==> src/rtl/stepper_phase_monitor.sv <==
`default_nettype none
// ============================================================================
// Module      : stepper_phase_monitor
// Description : Receive-side checker for an 8-state half-step stepper coil
//               sequence. Synchronises the coil pattern and decodes it to a
//               phase. Tracks signed position and direction, reports the end
//               of each move, and flags illegal or skipped patterns.
// Ports       : clk, rst (async, active-high)
//               coil[3:0]      observed coil pattern (may be asynchronous)
//               clr_pos        pulse: clear position
//               clr_fault      pulse: clear sticky fault
//               phase[2:0]     phase of last valid pattern
//               valid_pat      synced pattern is a legal code
//               position       signed step count (wraps)
//               dir            direction of last step (1 = forward)
//               moving         a move is in progress
//               step_pulse     one pulse per accepted step
//               move_done      one pulse at the end of a move
//               move_steps     step count of the last completed move
//               fault          sticky fault flag
//               fault_code     01 illegal pattern, 10 skipped phase
// Revision    : 1.0  initial release
// ============================================================================
module stepper_phase_monitor #(
    parameter int STEP_TIMEOUT = 250000,
    parameter int POS_W        = 16,
    parameter int SYNC_STAGES  = 2
) (
    input  logic             clk,
    input  logic             rst,
    input  logic [3:0]       coil,
    input  logic             clr_pos,
    input  logic             clr_fault,
    output logic [2:0]       phase,
    output logic             valid_pat,
    output logic [POS_W-1:0] position,
    output logic             dir,
    output logic             moving,
    output logic             step_pulse,
    output logic             move_done,
    output logic [POS_W-1:0] move_steps,
    output logic             fault,
    output logic [1:0]       fault_code
);

    localparam int                c_tmr_w    = $clog2(STEP_TIMEOUT + 1);
    localparam logic [c_tmr_w-1:0] c_tmr_last = c_tmr_w'(STEP_TIMEOUT - 1);
    // Driver idle pattern; the sync chain starts here so leaving reset with
    // the motor parked produces no spurious event.
    localparam logic [3:0]        c_idle_pat = 4'b1000;

    typedef enum logic [0:0] {
        ST_IDLE = 1'b0,
        ST_RUN  = 1'b1
    } state_t;

    state_t               r_state;
    state_t               w_state_nxt;
    logic                 w_done;

    logic [3:0]           r_sync [SYNC_STAGES];
    logic [3:0]           r_prev;
    logic [3:0]           w_cur;
    logic                 w_legal;
    logic [2:0]           w_new_ph;
    logic [2:0]           w_d;
    logic                 w_change;
    logic                 w_fwd;
    logic                 w_rev;
    logic                 w_step;
    logic                 w_snap;
    logic                 w_skip;
    logic                 w_illegal;
    logic                 w_fault_ev;
    logic [1:0]           w_fault_code_ev;

    logic [2:0]           r_last_valid;
    logic                 r_valid_pat;
    logic [POS_W-1:0]     r_position;
    logic                 r_dir;
    logic                 r_step_pulse;
    logic                 r_move_done;
    logic [POS_W-1:0]     r_move_steps;
    logic [POS_W-1:0]     r_count;
    logic [c_tmr_w-1:0]   r_timer;
    logic                 r_fault;
    logic [1:0]           r_fault_code;

    // ------------------------------------------------------------------
    // Input synchroniser plus one extra register for change detection
    // ------------------------------------------------------------------
    always_ff @(posedge clk or posedge rst) begin
        if (rst) begin
            for (int i = 0; i < SYNC_STAGES; i++) begin
                r_sync[i] <= c_idle_pat;
            end
            r_prev <= c_idle_pat;
        end else begin
            r_sync[0] <= coil;
            for (int i = 1; i < SYNC_STAGES; i++) begin
                r_sync[i] <= r_sync[i-1];
            end
            r_prev <= r_sync[SYNC_STAGES-1];
        end
    end

    assign w_cur    = r_sync[SYNC_STAGES-1];
    assign w_change = (w_cur != r_prev);

    // ------------------------------------------------------------------
    // Pattern decode
    // ------------------------------------------------------------------
    always_comb begin
        w_legal  = 1'b1;
        w_new_ph = 3'd0;
        case (w_cur)
            4'b1000: w_new_ph = 3'd0;
            4'b1100: w_new_ph = 3'd1;
            4'b0100: w_new_ph = 3'd2;
            4'b0110: w_new_ph = 3'd3;
            4'b0010: w_new_ph = 3'd4;
            4'b0011: w_new_ph = 3'd5;
            4'b0001: w_new_ph = 3'd6;
            4'b1001: w_new_ph = 3'd7;
            default: w_legal  = 1'b0;
        endcase
    end

    // Phase distance wraps naturally in 3 bits (mod 8).
    assign w_d       = w_new_ph - r_last_valid;
    assign w_fwd     = w_change && w_legal && (w_d == 3'd1);
    assign w_rev     = w_change && w_legal && (w_d == 3'd7);
    assign w_step    = w_fwd || w_rev;
    // Jump back to the idle pattern from any non-adjacent phase is the
    // driver parking the motor, not a skipped step.
    assign w_snap    = w_change && w_legal && (w_new_ph == 3'd0) &&
                       (w_d >= 3'd2) && (w_d <= 3'd6);
    assign w_skip    = w_change && w_legal && !w_step && !w_snap;
    assign w_illegal = w_change && !w_legal;

    assign w_fault_ev      = w_skip || w_illegal;
    assign w_fault_code_ev = w_illegal ? 2'b01 : 2'b10;

    // ------------------------------------------------------------------
    // Move FSM
    // ------------------------------------------------------------------
    always_ff @(posedge clk or posedge rst) begin
        if (rst) begin
            r_state <= ST_IDLE;
        end else begin
            r_state <= w_state_nxt;
        end
    end

    always_comb begin
        w_state_nxt = r_state;
        w_done      = 1'b0;
        case (r_state)
            ST_IDLE: begin
                if (w_step) begin
                    w_state_nxt = ST_RUN;
                end
            end
            ST_RUN: begin
                // A step in the timeout cycle keeps the move alive.
                if (!w_step && (w_snap || (r_timer == c_tmr_last))) begin
                    w_state_nxt = ST_IDLE;
                    w_done      = 1'b1;
                end
            end
            default: w_state_nxt = ST_IDLE;
        endcase
    end

    // ------------------------------------------------------------------
    // Position, phase and move bookkeeping
    // ------------------------------------------------------------------
    always_ff @(posedge clk or posedge rst) begin
        if (rst) begin
            r_last_valid <= 3'd0;
            r_valid_pat  <= 1'b0;
            r_position   <= '0;
            r_dir        <= 1'b0;
            r_step_pulse <= 1'b0;
            r_move_done  <= 1'b0;
            r_move_steps <= '0;
            r_count      <= '0;
            r_timer      <= '0;
        end else begin
            r_valid_pat  <= w_legal;
            r_step_pulse <= w_step;
            r_move_done  <= w_done;

            if (w_change && w_legal) begin
                r_last_valid <= w_new_ph;
            end

            if (clr_pos) begin
                r_position <= '0;
            end else if (w_fwd) begin
                r_position <= r_position + 1'b1;
            end else if (w_rev) begin
                r_position <= r_position - 1'b1;
            end

            if (w_step) begin
                r_dir <= w_fwd;
            end

            if (w_step) begin
                r_timer <= '0;
                if (r_state == ST_IDLE) begin
                    r_count <= POS_W'(1);
                end else if (r_count != '1) begin
                    r_count <= r_count + 1'b1;
                end
            end else if (r_state == ST_RUN) begin
                r_timer <= r_timer + 1'b1;
            end

            if (w_done) begin
                r_move_steps <= r_count;
                r_timer      <= '0;
            end
        end
    end

    // ------------------------------------------------------------------
    // Sticky fault: first code wins; a new fault beats a same-cycle clear
    // ------------------------------------------------------------------
    always_ff @(posedge clk or posedge rst) begin
        if (rst) begin
            r_fault      <= 1'b0;
            r_fault_code <= 2'b00;
        end else if (w_fault_ev && (!r_fault || clr_fault)) begin
            r_fault      <= 1'b1;
            r_fault_code <= w_fault_code_ev;
        end else if (clr_fault) begin
            r_fault      <= 1'b0;
            r_fault_code <= 2'b00;
        end
    end

    assign phase      = r_last_valid;
    assign valid_pat  = r_valid_pat;
    assign position   = r_position;
    assign dir        = r_dir;
    assign moving     = (r_state == ST_RUN);
    assign step_pulse = r_step_pulse;
    assign move_done  = r_move_done;
    assign move_steps = r_move_steps;
    assign fault      = r_fault;
    assign fault_code = r_fault_code;

endmodule
`default_nettype wire

==> config.mk <==
export PLATFORM = sky130hd
export DESIGN_NAME = stepper_phase_monitor
export DESIGN_NICKNAME = d
export VERILOG_FILES = /design/src/rtl/stepper_phase_monitor.sv
export SDC_FILE = /design/constraint.sdc
export NUM_CORES = 1
export LEC_CHECK = 0
export CORE_ASPECT_RATIO = 0.5
export CORE_UTILIZATION = 50
export CTS_CLUSTER_DIAMETER = 150
export CTS_CLUSTER_SIZE = 24
export DETAILED_ROUTE_END_ITERATION = 12
export GPL_ROUTABILITY_DRIVEN = 0
export MAX_ROUTING_LAYER = met4
export PLACE_DENSITY = 0.72
export SLEW_MARGIN = 20
export SYNTH_ARGS = -nofsm -noshare
export SYNTH_HDL_FRONTEND = slang
export SYNTH_SLANG_ARGS = --single-unit
==> constraint.sdc <==
create_clock -name clk -period 5.6 [get_ports clk]
set_input_delay 1.12 -clock clk [delete_from_list [all_inputs] [get_ports clk]]
set_output_delay 1.12 -clock clk [all_outputs]
set_load 0.03 [all_outputs]
; ---- Word level (Yosys, flattened, before mapping)
; Cells that the tools add are included.
[totals]
regBits = 89
latch_bits = 0
ramBits = 0
rom_bits = 0
input_bits = 8
out_inout_bits = 43
wordCells = 82
n_memories = 0
[classes]
addsub = 5
multipliers = 0
div_mod_pow = 0
order_cmp = 2
eq_ne = 14
n_shift = 0
mux = 20
bitwise_logic = 1
reduce_logical = 25
[ops]
columns = operator, count
row1 = 16-bit 2-to-1 mux, 5
row2 = 18-bit 2-to-1 mux, 3
row3 = 16-bit by 1-bit adder with 16-bit output (second input constant), 2
row4 = 3-bit one-hot mux with 7 select lines, 1
row5 = 18-bit by 1-bit adder with 18-bit output (second input constant), 1
row6 = 18-bit equality test (second input constant), 1
row7 = 16-bit != test (second input constant), 1
row8 = 16-bit by 1-bit subtractor with 16-bit output (second input constant), 1
row9 = 4-bit equality test (second input constant), 3
row10 = 1-bit logical AND, 11
row11 = 4-bit by 2-bit equality test with 1-bit output (second input constant), 2
row12 = 4-bit by 3-bit equality test with 1-bit output (second input constant), 2
row13 = 8-bit OR reduction, 1
row14 = 1-bit 2-to-1 mux, 7
row15 = 2-bit 2-to-1 mux, 3
row16 = 3-bit nonzero test, 2
row17 = 4-bit by 1-bit equality test with 1-bit output (second input constant), 1
row18 = 1-bit logical NOT, 4
row19 = 1-bit logical OR, 4
row20 = 4-bit != test, 1
row21 = 3-bit by 1-bit equality test with 1-bit output (second input constant), 1
row22 = 3-bit equality test (second input constant), 1
row23 = 3-bit by 2-bit greater-or-equal comparator with 1-bit output (second input constant), 1
row24 = 3-bit <= comparator (second input constant), 1
row25 = 7 further kinds, 7

; ---- Logic depth before layout (Yosys ltp)
; Gate-level depths: netlist of run 1.
[depth]
word_depth = 12
mapped_depth = 16
mapped_depth_nobuf = 15

; ---- Worst setup path after synthesis of run 1
; Ideal clock, no wire load.
[synth_path]
path_kind = reg2reg
start = register r_sync (netlist bit w_cur[3])
end = register r_position[15], in the netlist position[15]
setup_time_ns = 0.125
arrival_ns = 4.182
required_time_ns = 5.475
path_slack_ns = 1.294
stages_incl_launch_ff = 17
path_buffers = 1
synth_period_minus_slack_ns = 4.306
path_cell_list = dfstp_2 -> buf_6 -> xor2_1 -> nand2_1 -> ha_1 -> fa_1 -> xnor2_1 -> nand3_1 -> and3_1 -> nand3_1 -> ha_1 -> o211ai_1 -> o211ai_1 -> a31oi_1 -> o2111a_1 -> nor4_1 -> mux2_2
[synth_between]
elab_chain_cells = 7
elab_cells_between_ends = 21
classes_between = 1 x add/sub / 11 x eq/ne / 4 x mux / 5 x reduce/logical
[synth_rtl]
columns = element, line
row1 = start: declaration, 61  ; logic [3:0] r_sync [SYNC_STAGES];
row2 = start signal: indexed assignment, 95  ; r_sync[i] <= c_idle_pat;
row3 = start signal: indexed assignment, 101  ; r_sync[i] <= r_sync[i-1];
row4 = "4-bit equality test, or another cell as far along", 116  ; case (w_cur)
row5 = 3-bit one-hot mux with 7 select lines / 8-bit OR reduction (equally long branches), -
row6 = 3-bit subtractor / 1-bit 2-to-1 mux (equally long branches), "130, 116"
row7 = 3-bit by 1-bit equality test with 1-bit output / 1-bit logical AND (equally long branches), "131, 132"
row8 = 1-bit logical AND, 131  ; assign w_fwd = w_change && w_legal && (w_d == 3'd1);
row9 = 16-bit 2-to-1 mux, 200  ; end else if (w_fwd) begin
row10 = 16-bit 2-to-1 mux, 198  ; if (clr_pos) begin
row11 = end signal: assignment, 201  ; r_position <= r_position + 1'b1;
row12 = end signal: assignment, 203  ; r_position <= r_position - 1'b1;
row13 = end: declaration, 79  ; logic [POS_W-1:0] r_position;
; Parallel ways exist; a longest one is shown, timed or not.
; A chain may end at the register's enable or synchronous reset.

; ---- Worst setup path after layout of run 1
[layout_path]
start = register r_sync (netlist bit w_cur[3])
end = register r_position[13], in the netlist position[13]
; Same word-level chain as after synthesis.

==> metrics.md, run 1 <==
| Metric | Value |
|---|---|
| Status | completed |
| P_leak | 2.43 nW |
| Setup CP Type | reg -> reg |
| Post-Synthesis Cells | 492 |
| Fmax | 0.231 GHz |
| DR vias | 3,824 |
| Met1 usage | 0.294 |
| Die span in x | 142 um |
| Vias in the first global route | 3,591 |
| Post-layout util | 0.613 |
| Layout area overhead | 18.9% |
| Adder-cell area share of the yosys netlist | 0.0570 |
| First-pass GRT wire length | 17,100 um |
| Detailed Place HPWL | 7020 um |
| Routed Wire Length | 9930 um |
| YS warnings | 0 |
| Setup WS pre-CTS | 1.26 ns |
| Post-CTS Setup Inserts | 0 |
| M2 GR Usage | 0.349 |
| CP Launch Type | flop |
| Setup ws final | 1.27 ns |
| CTS Buf Count | 9 |
| Via density | 5.61 |
| Worst hold slack | 0.355 ns |
| RSZ-0062 raised after global routing | no |
| Post-synthesis mux area share | 0.0547 |
| Final Slew Violations | 0 |
| Clock latency on the worst-skew pair | 0.35 ns |
| Buffers from clock root to sink, at most | 2 |
| Chip Height | 71.8 um |
| # DRC | 0 |
| Power per cell area | 425 mW/mm^2 |
| Yosys top cell area share | 0.442 |
| Final setup TNS | 0 ns |
| Most frequent cells in the layout | dfrtp_1 (86), nand2_1 (56), clkdlybuf4s50_1 (50) |
| Critical path arrival | 4.56 ns |
| GRT Residual Overflow | 0 |
| Max Clock Skew | 0.0107 ns |
| Register area share after synthesis | 0.458 |
| Post-synthesis async set-or-reset flop share | 1.00 |
| CP max FO | 17 |
| Worst hold-check path type | reg -> reg |
| Routed Antenna Nets | 0 |
| Initial Util | 0.516 |
| CP required | 5.83 ns |
| Initial DRC Count | 228 |
| Ant diodes | 0 |
| Synth top area cells | dfrtp_1 (44%), ha_1 (4.9%), nand2_1 (4.3%) |
| WL/cell | 14.6 um |
| # resized after CTS | 0 |
| WHS Path Cells | 0 |
| Worst Setup End Kind | flop |
| GRT Overall Usage | 0.222 |
| Yosys cell types | 62 |
| Tot Pwr | 2.46 mW |
| Max VDD drop | 0.210 mV |
| Core area | 0.00945 sq mm |
| Commonest non-fill, non-tap cell in the layout | dfrtp_1 |
| TritonCTS clock tree | built |
| CTS clk-pin slew, worst paths | 0.06 ns |
| Primary FF master, synth | dfrtp_1 |
| Flip-flop and latch count after synthesis | 89 |
| Pin count of the biggest net entering global routing | 61 |
| Final #Nets | 571 |
| Full die area | 0.0102 sq mm |
| Worst-margin pin slew | 0.986 ns |
| Initial antenna violation count | 0 |
| Top Usage Layer GRT | met2 |
| Final period utilization | 0.774 |
| Mean Syn Cell Area | 9.91 sq um |
| CTS root buffer | clkbuf_16 |
| Core Rows | 25 |
| Crit path time final | 4.33 ns |
| FILL cells | 821 |
| Number of failing hold endpoints at the final stage | 0 |
| Synth Net Count | 521 |
| Max-slew headroom | 0.340 |
| Final setup viols | 0 |
| Path depth of the worst reg2reg path | 16 |
| CTS H-Tree Depth | 3 |
| Boundary Pins | 51 |
| Largest family of logic cells by synthesized area | simple AND/OR/NAND/NOR gates |
| Post-Syn Area | 0.00487 sq mm |
| Pre-antenna DRT Iters | 5 |
| Ratio of cells with drive above 1 in the final layout | 0.104 |
| Number of synthesized flops with an enable pin | 0 |
| CTS sink count | 89 |
| Port Buffers | 50 |
| Post-synthesis compound-gate area fraction | 0.150 |
| Yosys top cell by area | dfrtp_1 |
| Max Cap Violations | 0 |
| Synth Area in XOR/XNOR | 0.0534 |
| Hold_buf cts | 0 |
| Post-synthesis simple-gate area fraction | 0.195 |
| GR Util met3 | 0.0602 |
[cell type report]
type | instances | area [sq um] | share of cell area
Multi-Input combinational cell | 370 | 2490 | 0.429
Sequential cell | 89 | 2230 | 0.385
Timing Repair Buffer | 56 | 546 | 0.0942
Clock buffer | 10 | 229 | 0.0395
Tap cell | 135 | 169 | 0.0292
Clock inverter | 6 | 68.8 | 0.0119
Inverter | 16 | 62.6 | 0.0108
[power by group]
part	leakage (nW)	switching [mW]	internal (mW)
clock	0.143	0.250	0.347
sequential	1.18	0.0860	0.727
combinational	1.10	0.598	0.452
[per-layer routing]
| layer | wire [um] | vias up | part of all wire |
|---|---|---|---|
| li1 | - | 1892 | - |
| met1 | 4990 | 1864 | 0.50 |
| met2 | 4530 | 64 | 0.46 |
| met3 | 349 | 4 | 0.035 |
| met4 | 53 | 0 | 0.0053 |
| met5 | 0 | - | 0 |
[kinds of logic after synthesis]
kind of cell | after synthesis
mux | 21
xor+xnor | 28
flops | 89
fa+ha+maj | 21
buf+inv | 33
simple gates | 181
compound gates | 119
[flip-flops by register name (all words and copies together), names as in the netlist]
name / count
valid_pat: 1
dir: 1
move_done: 1
step_pulse: 1
fault_code: 2
phase: 3
w_cur: 4
r_prev: 4
r_sync: 4
move_steps: 16
fault: 1
position: 16
r_count: 16
r_timer: 18
moving: 1
[critical path: stages, from the launching register on]
cell     delay (ns)
dfstp_2        0.63
xor2_1         0.16
nand2_1        0.08
ha_1           0.19
fa_1           0.41
xnor2_1        0.29
nand3_1        0.14
and3_1         0.24
nand3_1        0.10
buf_4          0.24
ha_1           0.31
o21a_1         0.21
or2_2          0.31
a31oi_1        0.27
a21oi_1        0.11
or3_1          0.31
a31o_2         0.23
[cells in the mapped netlist (all sizes together), types with 2 or more instances]
library cell	number
fa	2
mux2i	3
a21oi	35
nor2	26
buf	10
inv	15
a31oi	13
dfstp	3
and4	3
xor2	10
a22oi	2
nand4b	6
mux2	18
and3	5
nor4	6
nor3	3
nand2	56
ha	19
a211oi	4
dfrtp	86
nor2b	5
a21o	6
nand2b	3
xnor2	17
nand4	11
or2	3
o21ai	36
nand3	28
and2	3
o31ai	8
or3	14
clkbuf	7
o211ai	2
or4	6
o21a	2
o22ai	2
[final timing paths]
check / from / to / slack, ns
setup / recovery: w_cur[3] / position[13] / 1.27
hold / removal: r_sync[6] / w_cur[2] / 0.36
setup reg to reg: w_cur[3] / position[13] / 1.27
hold reg to reg: r_sync[6] / w_cur[2] / 0.36
max in group asynchronous: rst / w_cur[3] / 3.44
min in group asynchronous: rst / position[2] / 1.27
[metrics by stage]
stage,cell area (sq um),std cells
floorplan,4870,492
global placement,5490,666
detailed placement,5490,666
CTS,5790,682
global route,5790,682
finish,5790,682
No activity file was read; power rests on OpenSTA's default activity.
==> run 2: changes to the inputs <==
==> constraint.sdc (replaced) <==
create_clock -name clk -period 4.4 [get_ports clk]
set_input_delay 0.88 -clock clk [delete_from_list [all_inputs] [get_ports clk]]
set_output_delay 0.88 -clock clk [all_outputs]
set_load 0.03 [all_outputs]
==> run 2 against run 1 <==
Cell area grew 1.5%. Global-route usage rose by 0.60 points. Register-to-register slack got worse by 0.99 ns. Critical path depth unchanged. Die area unchanged. Critical path type unchanged. First-iteration DRC count shrank 5.7%. Total power up 30%. Routed wire length grew 4.4%.
==> metrics.md, run 2 (synthesis results as in run 1) <==
| Metric | Value |
|---|---|
| Status | completed |
| Hold_buf cts | 0 (unchanged) |
| Most frequent cells in the layout | dfrtp_1 (86), nand2_1 (56), clkdlybuf4s50_1 (50) |
| Setup CP Type | reg -> reg |
| Net Sw Power | 1.23 mW (+31%) |
| Initial DRC Count | 215 (-5.7%) |
| Final Slew Violations | 0 (unchanged) |
| Pint | 1.97 mW (+29%) |
| Final #Nets | 577 (+1.1%) |
| Final Non-Filler Cells | 688 (+0.88%) |
| Share of total power in combinational logic | 0.432 (+0.005) |
| GRT Residual Overflow | 0 (unchanged) |
| DR vias | 3,860 (+0.94%) |
| Worst R2R End | position[15] |
| Final setup viols | 0 (unchanged) |
| Placed Cells incl. Taps | 672 (+0.90%) |
| R2R Setup Slk | 0.28 ns (-0.99 ns) |
| Crit path from | w_cur[3] |
| Initial antenna violation count | 0 (unchanged) |
| CTS clk-pin slew, worst paths | 0.06 ns (about the same) |
| Pre-antenna DRT Iters | 4 (-1) |
| Largest Register | r_timer |
| Path depth of the worst reg2reg path | 16 (unchanged) |
| Boundary Pins | 51 (unchanged) |
| WHS Path Cells | 0 (unchanged) |
| Reg area | 0.00223 sq mm (unchanged) |
| P_leak | 2.47 nW (+1.7%) |
| Critical path arrival | 4.35 ns (-0.21 ns) |
| Setup WS pre-CTS | 0.205 ns (-1.06 ns) |
| Crit path time final | 4.12 ns (-0.210 ns) |
| Routed Antenna Nets | 0 (unchanged) |
| Worst reg2reg path startpoint | w_cur[3] |
| Largest register FFs | 18 (unchanged) |
| Fmax | 0.243 GHz (+5.1%) |
| CTS Buf Count | 9 (unchanged) |
| WL/cell | 15.1 um (+3.5%) |
| CP Launch Type | flop |
| Core Rows | 25 (unchanged) |
| Vias in the first global route | 3,644 (+1.5%) |
| Initial Util | 0.516 (unchanged) |
| Buffers from clock root to sink, at most | 2 (unchanged) |
| Full die area | 0.0102 sq mm (unchanged) |
| First-pass GRT wire length | 17,500 um (+2.3%) |
| CTS root buffer | clkbuf_16 |
| # DRC | 0 (unchanged) |
| CP max FO | 17 (unchanged) |
| RSZ-0062 raised after global routing | no |
| Pin count of the biggest net entering global routing | 62 (+1.6%) |
| Setup ws final | 0.277 ns (-0.990 ns) |
| CTS H-Tree Depth | 3 (unchanged) |
| Power per cell area | 544 mW/mm^2 (+28%) |
| # resized after CTS | 0 (unchanged) |
| Core area | 0.00945 sq mm (unchanged) |
| Die span in x | 142 um (unchanged) |
| Ant diodes | 0 (unchanged) |
| Final setup TNS | 0 ns (unchanged) |
| Post-CTS Setup Inserts | 0 (unchanged) |
| Clock latency on the worst-skew pair | 0.34 ns (about the same) |
| Reg power frac | 0.323 (-0.007) |
| Clock share of power | 0.245 (+0.002) |
| Multi-input logic area | 0.00251 sq mm (+1.0%) |
| Final period utilization | 0.937 (+0.163) |
| TritonCTS clock tree | built |
| Max-slew headroom | 0.378 (+0.0375) |
| Via density | 5.61 (about the same) |
| Worst Setup End Kind | flop |
| Critical path capture point | position[15] |
| Worst hold slack | 0.350 ns (-0.00576 ns) |
| Max VDD drop | 0.241 mV (+15%) |
| Worst-margin pin slew | 0.930 ns (-0.0560 ns) |
| Max Cap Violations | 0 (unchanged) |
| CP required | 4.63 ns (-1.20 ns) |
| Detailed Place HPWL | 7160 um (+2.0%) |
| Max Clock Skew | 0.00486 ns (-0.00587 ns) |
| Number of failing hold endpoints at the final stage | 0 (unchanged) |
| GRT Overall Usage | 0.228 (+0.00600) |
| Switching part of the total power | 0.384 (+0.00384) |
| FILL cells | 792 (-3.5%) |
| Commonest non-fill, non-tap cell in the layout | dfrtp_1 |
| Port Buffers | 50 (unchanged) |
| Worst hold-check path type | reg -> reg |
| Chip Height | 71.8 um (unchanged) |
| Layout area overhead | 20.7% |
| CTS sink count | 89 (unchanged) |
| Routed Wire Length | 10,400 um (+4.4%) |
| Ratio of cells with drive above 1 in the final layout | 0.123 (+0.0188) |
## run 2: power groups by stage
stage                     sequential, mW  combinational (mW)  clock (mW)
after CTS                           1.04                1.37       0.802
final                               1.03                1.38       0.785
after global placement              1.05                1.35           0
after global routing                1.05                1.54       0.830
after detailed placement            1.05                1.36           0
after floorplan                     1.15               0.892           0
## run 2: per-stage QoR
stage	instance area (sq um)	power (mW)	utilization
floorplan	4870	2.04	-
global placement	5550	2.40	0.588
detailed placement	5550	2.41	0.588
CTS	5860	3.21	0.620
global route	5880	3.42	0.623
finish	5880	3.20	0.623
## run 2: layer usage
layer / wire (um) / vias to the layer above / GRT usage
met5: 0 / - / -
met4: 114 / 0 / 0.0717
met3: 399 / 10 / 0.0508
met2: 4830 / 66 / 0.353
met1: 5030 / 1878 / 0.300
li1: - / 1906 / -
## run 2: cell type report
type | instances | share of cell area
repair buffers | 62 | 0.103
multi-input cells | 370 | 0.427
inverters | 16 | 0.0106
clock buffers | 9 | 0.0383
flip-flops and latches | 89 | 0.379
clock inverters | 7 | 0.0134
well taps | 135 | 0.0287
## run 2: how the worst min path moves through the flow
stage / startpoint / end / slack, ns
3_5_place_dp: r_sync[6] / w_cur[2] / 0.34
5_1_grt: r_sync[6] / w_cur[2] / 0.36
2_1_floorplan: r_sync[4] / w_cur[0] / 0.33
4_1_cts: r_sync[6] / w_cur[2] / 0.35
3_3_place_gp: r_sync[6] / w_cur[2] / 0.33
6_report: r_sync[6] / w_cur[2] / 0.35
## run 2: critical path, stage by stage (launching register included)
cell      delay (ns)
dfstp_2         0.54
xor2_1          0.16
nand2_1         0.09
ha_1            0.19
fa_1            0.44
xor2_1          0.18
o21ai_0         0.12
and3_4          0.25
nand3_1         0.13
buf_12          0.20
ha_1            0.36
o211ai_1        0.14
o211ai_1        0.26
a31oi_1         0.16
o2111a_1        0.25
nor4_1          0.19
mux2_2          0.36
